**src/rtl/pwm_capture.sv**
```systemverilog
// pwm_capture: measures PWM duty cycle in percent with timeout (stuck) and overrun reporting.
// Optional build macro PWM_CAPTURE_GLITCH_FILTER_EN inserts a 3-sample glitch filter after the synchronizer.
module pwm_capture #(
   parameter int CNT_W = 16
) (
   input  logic       clk,
   input  logic       rst_n,
   input  logic       ena,
   input  logic       pwm_in,
   output logic [6:0] duty,
   output logic       duty_valid,
   output logic       stuck,
   output logic       overrun
);
   typedef enum logic [1:0] {WAIT_FIRST, MEASURE, DIVIDE} state_t;
   localparam logic [CNT_W-1:0] MAX = '1;
   state_t r_state, w_nxt;
   logic r_meta, r_sync, r_prev;
   logic w_lvl, w_rise, w_fall, w_tout, w_last, w_ge;
   logic [CNT_W-1:0] r_pcnt, r_hcnt;
   logic [CNT_W+6:0] r_rem, r_div, w_diff, w_prod;
   logic [5:0] r_q;
   logic [2:0] r_it;
   always_ff @(posedge clk or negedge rst_n)
      if (!rst_n) {r_meta, r_sync} <= '0;
      else {r_meta, r_sync} <= {pwm_in, r_meta};
`ifdef PWM_CAPTURE_GLITCH_FILTER_EN
   logic r_s1, r_s2, r_filt;
   // Level follows sync only once three consecutive samples agree.
   always_ff @(posedge clk or negedge rst_n)
      if (!rst_n) {r_s1, r_s2, r_filt} <= '0;
      else {r_s1, r_s2, r_filt} <= {r_sync, r_s1, w_lvl};
   assign w_lvl = (r_sync == r_s1 && r_s1 == r_s2) ? r_sync : r_filt;
`else
   assign w_lvl = r_sync;
`endif
   always_ff @(posedge clk or negedge rst_n)
      if (!rst_n) r_prev <= 1'b0;
      else r_prev <= w_lvl;
   assign w_rise = w_lvl & ~r_prev;
   assign w_fall = ~w_lvl & r_prev;
   assign w_tout = ena && r_state == MEASURE && !w_rise && r_pcnt == MAX;
   assign w_last = r_it == 3'd6;
   assign w_ge   = r_rem >= r_div;
   assign w_diff = r_rem - r_div;
   assign w_prod = {7'd0, r_hcnt} * (CNT_W+7)'(100);
   always_ff @(posedge clk or negedge rst_n)
      if (!rst_n) r_state <= WAIT_FIRST;
      else r_state <= w_nxt;
   always_comb begin
      w_nxt = r_state;
      if (!ena) w_nxt = WAIT_FIRST;
      else if (r_state == WAIT_FIRST) w_nxt = w_rise ? MEASURE : WAIT_FIRST;
      else if (r_state == MEASURE) w_nxt = w_rise ? DIVIDE : (w_tout ? WAIT_FIRST : MEASURE);
      else w_nxt = w_last ? MEASURE : DIVIDE;
   end
   always_ff @(posedge clk or negedge rst_n) begin
      if (!rst_n) begin
         r_pcnt     <= '0;
         r_hcnt     <= '0;
         r_rem      <= '0;
         r_div      <= '0;
         r_q        <= '0;
         r_it       <= '0;
         duty       <= '0;
         duty_valid <= 1'b0;
         stuck      <= 1'b0;
         overrun    <= 1'b0;
      end else begin
         duty_valid <= 1'b0;
         overrun    <= 1'b0;
         if (w_rise || w_fall) stuck <= 1'b0;
         if (!ena || (r_state == WAIT_FIRST && !w_rise)) begin
            r_pcnt <= '0;
            r_hcnt <= '0;
         end else if (w_rise) begin
            r_pcnt <= CNT_W'(1);
            r_hcnt <= CNT_W'(1);
         end else if (r_pcnt != MAX) begin
            r_pcnt <= r_pcnt + CNT_W'(1);
            r_hcnt <= r_hcnt + CNT_W'(w_lvl);
         end
         if (w_tout) begin
            stuck      <= 1'b1;
            duty       <= w_lvl ? 7'd100 : 7'd0;
            duty_valid <= 1'b1;
         end
         // Divisor starts at P<<6: the quotient never exceeds 100, so 7 restoring steps suffice.
         if (ena && r_state == MEASURE && w_rise) begin
            r_rem <= w_prod;
            r_div <= {1'b0, r_pcnt, 6'b0};
            r_q   <= '0;
            r_it  <= '0;
         end
         if (ena && r_state == DIVIDE) begin
            if (w_rise) overrun <= 1'b1;
            r_it  <= r_it + 3'd1;
            r_q   <= {r_q[4:0], w_ge};
            r_rem <= w_ge ? w_diff : r_rem;
            r_div <= r_div >> 1;
            if (w_last) begin
               duty       <= {r_q, w_ge};
               duty_valid <= 1'b1;
            end
         end
      end
   end
endmodule

```
**config.mk**
```make
export PLATFORM = sky130hd
export DESIGN_NAME = pwm_capture
export DESIGN_NICKNAME = d
export VERILOG_FILES = /design/src/rtl/pwm_capture.sv
export SDC_FILE = /design/constraint.sdc
export NUM_CORES = 1
export LEC_CHECK = 0
export ABC_AREA = 1
export CELL_PAD_IN_SITES_DETAIL_PLACEMENT = 0
export CELL_PAD_IN_SITES_GLOBAL_PLACEMENT = 1
export CORE_ASPECT_RATIO = 0.75
export CORE_MARGIN = 1.5
export CORE_UTILIZATION = 47
export DETAILED_ROUTE_END_ITERATION = 8
export PLACE_DENSITY_LB_ADDON = 0.25
export RECOVER_POWER = 100
export SKIP_LAST_GASP = 1
export SYNTH_ARGS = -nofsm -noshare
export SYNTH_HDL_FRONTEND = slang
export SYNTH_SLANG_ARGS = --single-unit
```
**constraint.sdc**
```tcl
create_clock -name clk -period 3.87 [get_ports clk]
set_clock_uncertainty 0.15 [all_clocks]
set_input_delay 0.387 -clock clk [delete_from_list [all_inputs] [get_ports clk]]
set_output_delay 0.387 -clock clk [all_outputs]
set_load 0.1 [all_outputs]
```
Word-level counts from Yosys, hierarchy flattened
Cells that the tools add are included.
{ "word_totals": {"word_cells": 78, "out_inout_bits": 10, "input_bits": 4, "regBits": 102} }
{ "classes": {"mux": 33, "bitwise": 4, "n_eq_ne": 6, "n_lt_le_gt_ge": 1, "multipliers": 1, "addsub": 4, "n_reduce_logical": 15} }
{ "op_table": {"columns": ["operator", "count"], "rows": [
  ["two-way mux 23 bit", 5],
  ["two-way mux 16 bit", 6],
  ["two-way mux 7 bit", 4],
  ["greater-or-equal comparator 23 bit", 1],
  ["subtractor 23 bit", 1],
  ["multiplier 16 x 5 -> 21 bit (second input constant)", 1],
  ["adder 16 x 1 -> 16 bit", 1],
  ["adder 16 x 1 -> 16 bit (second input constant)", 1],
  ["equality test 16 bit (second input constant)", 1],
  ["inequality test 16 bit (second input constant)", 1],
  ["two-way mux 6 bit", 2],
  ["two-way mux 2 bit", 5],
  ["two-way mux 1 bit", 9],
  ["logical AND 1 bit", 6],
  ["two-way mux 3 bit", 2],
  ["nonzero test 2 bit", 2],
  ["adder 3 x 1 -> 3 bit (second input constant)", 1],
  ["equality test 3 bit (second input constant)", 1],
  ["nonzero test 3 bit", 1],
  ["AND 1 bit", 2],
  ["equality test 2 x 1 -> 1 bit (second input constant)", 1],
  ["equality test 2 bit (second input constant)", 1],
  ["zero test 1 bit", 2],
  ["zero test 2 bit", 1],
  ["other kinds (4)", 6]
]} }

Depth between registers and ports, before layout
Gate-level depths: netlist of run 1.
{ "depth": {"depth_word": 10, "ltp_mapped": 19, "ltp_nobuf": 19} }

Worst setup path after synthesis of run 1
No wires, ideal clock.
{ "synth_path": {"path_type": "reg2reg", "start": "reg r_hcnt[3]", "end": "reg r_rem[22]", "stages_incl_launch_ff": 17, "slack_ps": 949, "arrival_ps": 2654, "path_buffers": 0, "period_less_slack_ps": 2921, "setup_time_ps": 117, "path_cell_list": "dfrtp_1 -> ha_1 -> ha_1 -> inv_1 -> fa_1 -> inv_1 -> ha_1 -> a21oi_1 -> nand2_1 -> nand2_1 -> nand2_1 -> nand2_1 -> nand3b_1 -> nand3_1 -> nand2_1 -> nand2_1 -> nand2_1"} }
{ "synth_via": {"elab_chain_len": 3} }
{ "synth_lines": {"columns": ["element", "line", "text"], "rows": [
  ["from (decl)", "20", "logic [CNT_W-1:0] r_pcnt, r_hcnt;"],
  ["from (signal assigned)", "81", "r_hcnt <= r_hcnt + CNT_W'(w_lvl);"],
  ["multiplier 16 x 5 -> 21 bit", "46", "assign w_prod = {7'd0, r_hcnt} * (CNT_W+7)'(100);"],
  ["two-way mux 23 bit", "89", "if (ena && r_state == MEASURE && w_rise) begin"],
  ["two-way mux 23 bit", "95", "if (ena && r_state == DIVIDE) begin"],
  ["to (signal assigned)", "90", "r_rem <= w_prod;"],
  ["to (signal assigned)", "99", "r_rem <= w_ge ? w_diff : r_rem;"],
  ["to (decl)", "21", "logic [CNT_W+6:0] r_rem, r_div, w_diff, w_prod;"]
]} }
Every way passes these cells. The select of a mux whose other input is x is not followed.
A chain may end at the register's enable or synchronous reset.

Worst setup path after layout of run 1
{ "layout_path": {"start": "reg r_hcnt[3]", "end": "reg r_rem[12]"} }
The elaborated chain is that of the path after synthesis.

==> results.md, run 1 <==
- Vias per inst: 5.24
- Post-synth top flop: dfrtp_1
- Top cells by area in the synthesized netlist: dfrtp_1 (31%), nand2_1 (15%), ha_1 (12%)
- Failing checks: max-capacitance violations, max-slew violations
- Setup Buffers After CTS: 0
- Area leader, netlist: dfrtp_1
- Min cycle time layout: 3.49 ns
- IO Count: 14
- Peak supply drop: 584 uV
- N_diodes: 0
- Dpl cell area: 8450 sq um
- Crit-path cells: ha_1 > ha_1 > inv_1 > fa_1 > inv_1 > ha_1 > a21oi_1 > nand2_1 > nand3_1 > nand2_1 > o21ai_0 > o21ai_0 > nand2_1 > nand2_1
- Max stage delay on crit path: 0.49 ns
- Longest Clk Path Bufs: 2
- Worst slew pin tran: 1.78 ns
- Final Hold Fails: 0
- Most Frequent Cell on Critical Path: nand2_1
- Count of cell types in the netlist: 44
- DR pass1 iterations: 5
- # setup viols final: 0
- Vias in the first global route: 6706
- Post-CTS Hold Fix Bufs: 0
- Number of synthesized register bits: 101
- PwrDens: 488 nW/um^2
- # nets final: 1264
- Path type of the worst setup path: register to register
- Setup TNS: 0 ns
- FMAX: 287 MHz
- Sequential share of the synthesized area: 0.311
- Placer Congestion: 0.861
- WL final: 21700 microns
- Status: complete, but fails checks
- Largest net degree at the start of global routing: 67
- Final Instance Area: 8700 sq um
- Post-synth net total: 1256
- Vias: 7276
- Total track usage: 0.252
- Die area: 18100 sq um
- # fillers: 1737
- Avg WL per Cell: 15.6 microns
- Worst-path fanout max: 6
- Antenna violations before repair: 0
- Placement row count: 41
- Synthesized area per cell: 7.00 sq um
- Post-synth top area share: 0.311
- Period utilization: 0.902
- Leak pwr: 4.85 nW
- Worst path slowest cell: fa_1
- Clock Tree Root: clkbuf_16
- Layout area overhead: 7.12%
- Multi-input logic area: 4640 sq um
- CTS H-tree lvls: 3
- Cell Area, Synth: 8120 sq um
- Grt ovf: 0
- Syn Inst Count: 1160
- Die Y: 117 microns
- Detailed Place HPWL: 16900 microns
- HP Class: register to register
- Asr flop ratio synth: 1.00
- CTS Buf Count: 9
- Share of cells above drive strength 1: 0.0350
- Synth top cells by count: nand2_1 (333), inv_1 (201), nand3_1 (106)
- First-pass GRT wire length: 35500 microns
- Yosys warnings: 0
- Max Cap Viol: 1
- Remaining DRCs: 0
- Reg clk slew, reported paths: 0.09 ns
- Iteration-0 DRC count of the detailed router: 532
- Slew headroom: -0.188
- Starting density of the core: 0.481
- Critical path data arrival time: 3.60 ns
- Die width: 155 microns
- Num Clock Sinks: 101
- Clk_lat worst skew: 0.36 ns
- Unrepaired setup endpoints after global routing: false
- CP Launch Type: register
- Buffers on Ports: 13
- TritonCTS clock tree: yes
- Routed Antenna Nets: 0
- Power Total: 4.24 mW
- Post-CTS sizing: 0
- Placeable Area: 16900 sq um
- Cell with the most instances after synthesis: nand2_1
- Max Slew Vio Count: 67
- CP endpoint kind: register
- Critical Path RT: 3.98 ns
- Number of flops mapped to enable cells by yosys: 0
- FF+latch area: 2530 sq um
==> logic make-up after synthesis <==
kind of cell | share of synthesized area
simple gates | 0.304
buf+inv | 0.112
compound gates | 0.104
flops | 0.311
fa+ha+maj | 0.153
xor+xnor | 0.0162
==> worst max-delay path: cells and delay by family, from the launching register on <==
kind	cells	cell delay, ns
adder cells (fa/ha/maj)	4	1.46
AO/OA/AOI/OAI	3	0.71
AND/OR/NAND/NOR	5	0.49
flip-flops	1	0.47
buffers and inverters	2	0.10
==> state kept, by name (all words and copies together) (netlist names) <==
signal / flops
r_hcnt: 16
r_pcnt: 16
r_rem: 23
duty: 7
duty_valid: 1
r_q: 6
overrun: 1
r_it: 3
stuck: 1
r_div: 22
r_meta: 1
r_state: 2
r_prev: 1
r_sync: 1
==> final timing paths <==
kind	start	end	slack (ns)	depth (start not counted)
setup / recovery	r_hcnt[3]	r_rem[12]	0.38	14
min in group asynchronous	rst_n	r_hcnt[15]	0.34	1
max in group asynchronous	rst_n	duty[0]	1.40	2
hold reg to reg	r_meta	r_sync	0.21	0
setup reg to reg	r_hcnt[3]	r_rem[12]	0.38	14
hold / removal	r_meta	r_sync	0.21	0
==> cell usage in the layout, fill, tap and decap left out, types with 4 or more instances in the layout <==
cell,Yosys,final
nand2_1,333,337
inv_1,201,203
nand3_1,106,106
dfrtp_1,101,101
nor2_1,82,83
ha_1,80,80
a21oi_1,60,62
o21ai_0,33,37
o22ai_1,26,26
nand4_1,13,14
xor2_1,14,14
fa_1,12,12
dlygate4sd3_1,0,11
nor3_1,9,10
clkbuf_16,0,9
nand3b_1,6,6
a22oi_1,5,5
inv_2,6,4
and2_1,4,4
o211ai_1,4,4
o41ai_1,4,4
buf_4,2,4
==> per-stage QoR <==
step / setup slack (ns) / util / hold WS [ns] / instances
finish: 0.380 / 0.515 / 0.210 / 1388
global placement: 0.434 / 0.500 / 0.184 / 1372
floorplan: 0.949 / - / -0.0586 / 1160
CTS: 0.425 / 0.519 / 0.0267 / 1388
global route: 0.155 / 0.515 / 0.225 / 1388
detailed placement: 0.464 / 0.500 / 0.189 / 1372
==> per-layer routing <==
layer	track usage	vias to the layer above	wire (microns)
li1	-	3734	-
met1	0.406	3340	11800
met2	0.355	195	8450
met3	0.0409	7	1320
met4	0.0385	0	111
met5	0	-	0
==> power by group <==
part	total [mW]	switching, mW	internal (mW)	leakage [nW]
clock	0.941	0.477	0.464	0.148
combinational	1.90	1.36	0.545	3.37
sequential	1.40	0.124	1.28	1.33
==> final cells by class <==
class | count | share of cell area
clock buffers | 9 | 0.0259
clock inverters | 7 | 0.0101
inverters | 207 | 0.0894
multi-input cells | 828 | 0.533
flip-flops and latches | 101 | 0.291
well taps | 215 | 0.0309
repair buffers | 21 | 0.0197
(Power assumes the default switching activity.)
==> inputs of run 2 (changes only) <==
- RECOVER_POWER: 100 -> unset
==> results.md, run 2 (synthesized netlist as in run 1, its figures left out) <==
- Status: complete, but fails checks
- Critical path data arrival time: 3.59 ns
- Die width: 155 microns
- Period utilization: 0.898
- Vias: 7305
- Setup TNS: 0 ns
- Share of cells above drive strength 1: 0.0477
- Buffers on Ports: 13
- Max Slew Vio Count: 0
- Clock Power Share: 0.221
- Vias in the first global route: 6706
- Top Registers: r_rem (23), r_div (22)
- DR pass1 iterations: 5
- Failing checks: negative hold slack
- # nets final: 1264
- N_diodes: 0
- Peak supply drop: 602 uV
- Sequential power share: 0.329
- Power Total: 4.27 mW
- WL final: 21700 microns
- HP Class: primary input to async pin
- Switch share: 0.460
- IO Count: 14
- Placement row count: 41
- Final Hold Fails: 3
- Layout area overhead: 7.89%
- Hold Slack: -0.00296 ns
- Reg clk slew, reported paths: 0.09 ns
- Critical Path RT: 3.98 ns
- P_int: 2.31 mW
- Starting density of the core: 0.481
- Setup Buffers After CTS: 0
- Worst slew pin tran: 0.994 ns
- Num Clock Sinks: 101
- NetSw: 1.97 mW
- Placeable Area: 16900 sq um
- Placer Congestion: 0.861
- # setup viols final: 0
- PwrDens: 488 nW/um^2
- Worst-path fanout max: 6
- Min cycle time layout: 3.47 ns
- CTS Buf Count: 9
- Avg WL per Cell: 15.6 microns
- Post-CTS sizing: 0
- Routed Antenna Nets: 0
- Path type of the worst setup path: register to register
- First-pass GRT wire length: 35500 microns
- Die area: 18100 sq um
- Clock Tree Root: clkbuf_16
- TritonCTS clock tree: yes
- Slew headroom: 0.335
- CTS H-tree lvls: 3
- Vias per inst: 5.26
- Clk_lat worst skew: 0.36 ns
- Max reg flops: 23
- Remaining DRCs: 0
- CP endpoint kind: register
- Unrepaired setup endpoints after global routing: false
- Antenna violations before repair: 0
- Largest net degree at the start of global routing: 67
- Die Y: 117 microns
- Total track usage: 0.252
- CP Launch Type: register
- Longest Clk Path Bufs: 2
- Detailed Place HPWL: 16900 microns
- Combinational fraction of design power: 0.450
- Post-CTS Hold Fix Bufs: 0
- Crit. Startpoint: r_hcnt[3]
- Reg2reg setup slack: 0.40 ns
- Leak pwr: 4.85 nW
- FMAX: 288 MHz
- Grt ovf: 0
- # fillers: 1720
- Top reg by flops: r_rem
- Final Instance Area: 8760 sq um
- Iteration-0 DRC count of the detailed router: 501
- Dpl cell area: 8450 sq um
- Most frequent cells in the layout: nand2_1 (333), inv_1 (201), nand3_1 (106)
- Max Cap Viol: 0
- Commonest non-fill, non-tap cell in the layout: nand2_1
- Worst r2r src: r_hcnt[3]
-- run 2: cell types whose count changed in the layout (fill, tap and decap cells not counted), sizes merged --
cell	delta
clkdlybuf4s50	+11
dlygate4sd3	-11
buf	+5
clkbuf	-5
-- run 2: area by class of cell --
type / count / area [sq um] / area share
sequential: 101 / 2530 / 0.289
tap: 215 / 269 / 0.0307
clock buffer: 9 / 225 / 0.0257
timing repair buffer: 21 / 188 / 0.0214
clock inverter: 7 / 87.6 / 0.0100
inverter: 207 / 777 / 0.0887
multi-input combinational: 828 / 4680 / 0.535
-- run 2: worst max-delay path, stage by stage (launching register included) --
cell and delay, ns:
dfrtp_1 0.46, ha_1 0.33, ha_1 0.28, inv_1 0.06, fa_1 0.49, inv_1 0.04, ha_1 0.36, a21oi_1 0.24
nand2_1 0.14, nand3_1 0.09, nand2_1 0.11, o21ai_0 0.32, o21ai_0 0.16, nand2_1 0.09, nand2_1 0.05
-- run 2: power by group through the flow --
| stage | Sequential [mW] | Combinational, mW | Clock (mW) |
|---|---|---|---|
| floorplan | 1.62 | 1.17 | 0 |
| global placement | 1.42 | 1.90 | 0 |
| detailed placement | 1.42 | 1.90 | 0 |
| CTS | 1.40 | 1.91 | 0.956 |
| global route | 1.43 | 2.16 | 0.987 |
| finish | 1.41 | 1.92 | 0.944 |
-- run 2: final timing paths --
kind,to,cells after the start
worst max register to register,r_rem[12],14
max in group asynchronous,duty[0],2
worst min register to register,r_sync,0
worst max-delay path,r_rem[12],14
worst min-delay path,r_hcnt[15],1
min in group clk,r_sync,0
-- run 2: metrics by stage --
stage	utilization	instances	worst slack, ns
2_1_floorplan	-	1160	0.949
3_3_place_gp	0.500	1372	0.434
4_1_cts	0.519	1388	0.425
3_5_place_dp	0.500	1372	0.464
5_1_grt	0.519	1388	0.254
6_report	0.519	1388	0.395
-- run 2: layer usage --
layer  part of all wire  global-route usage  up-vias
met5                  0                   0        -
li1                   -                   -     3740
met2               0.39               0.355      167
met4             0.0051              0.0385        0
met1               0.55               0.406     3391
met3              0.052              0.0409        7
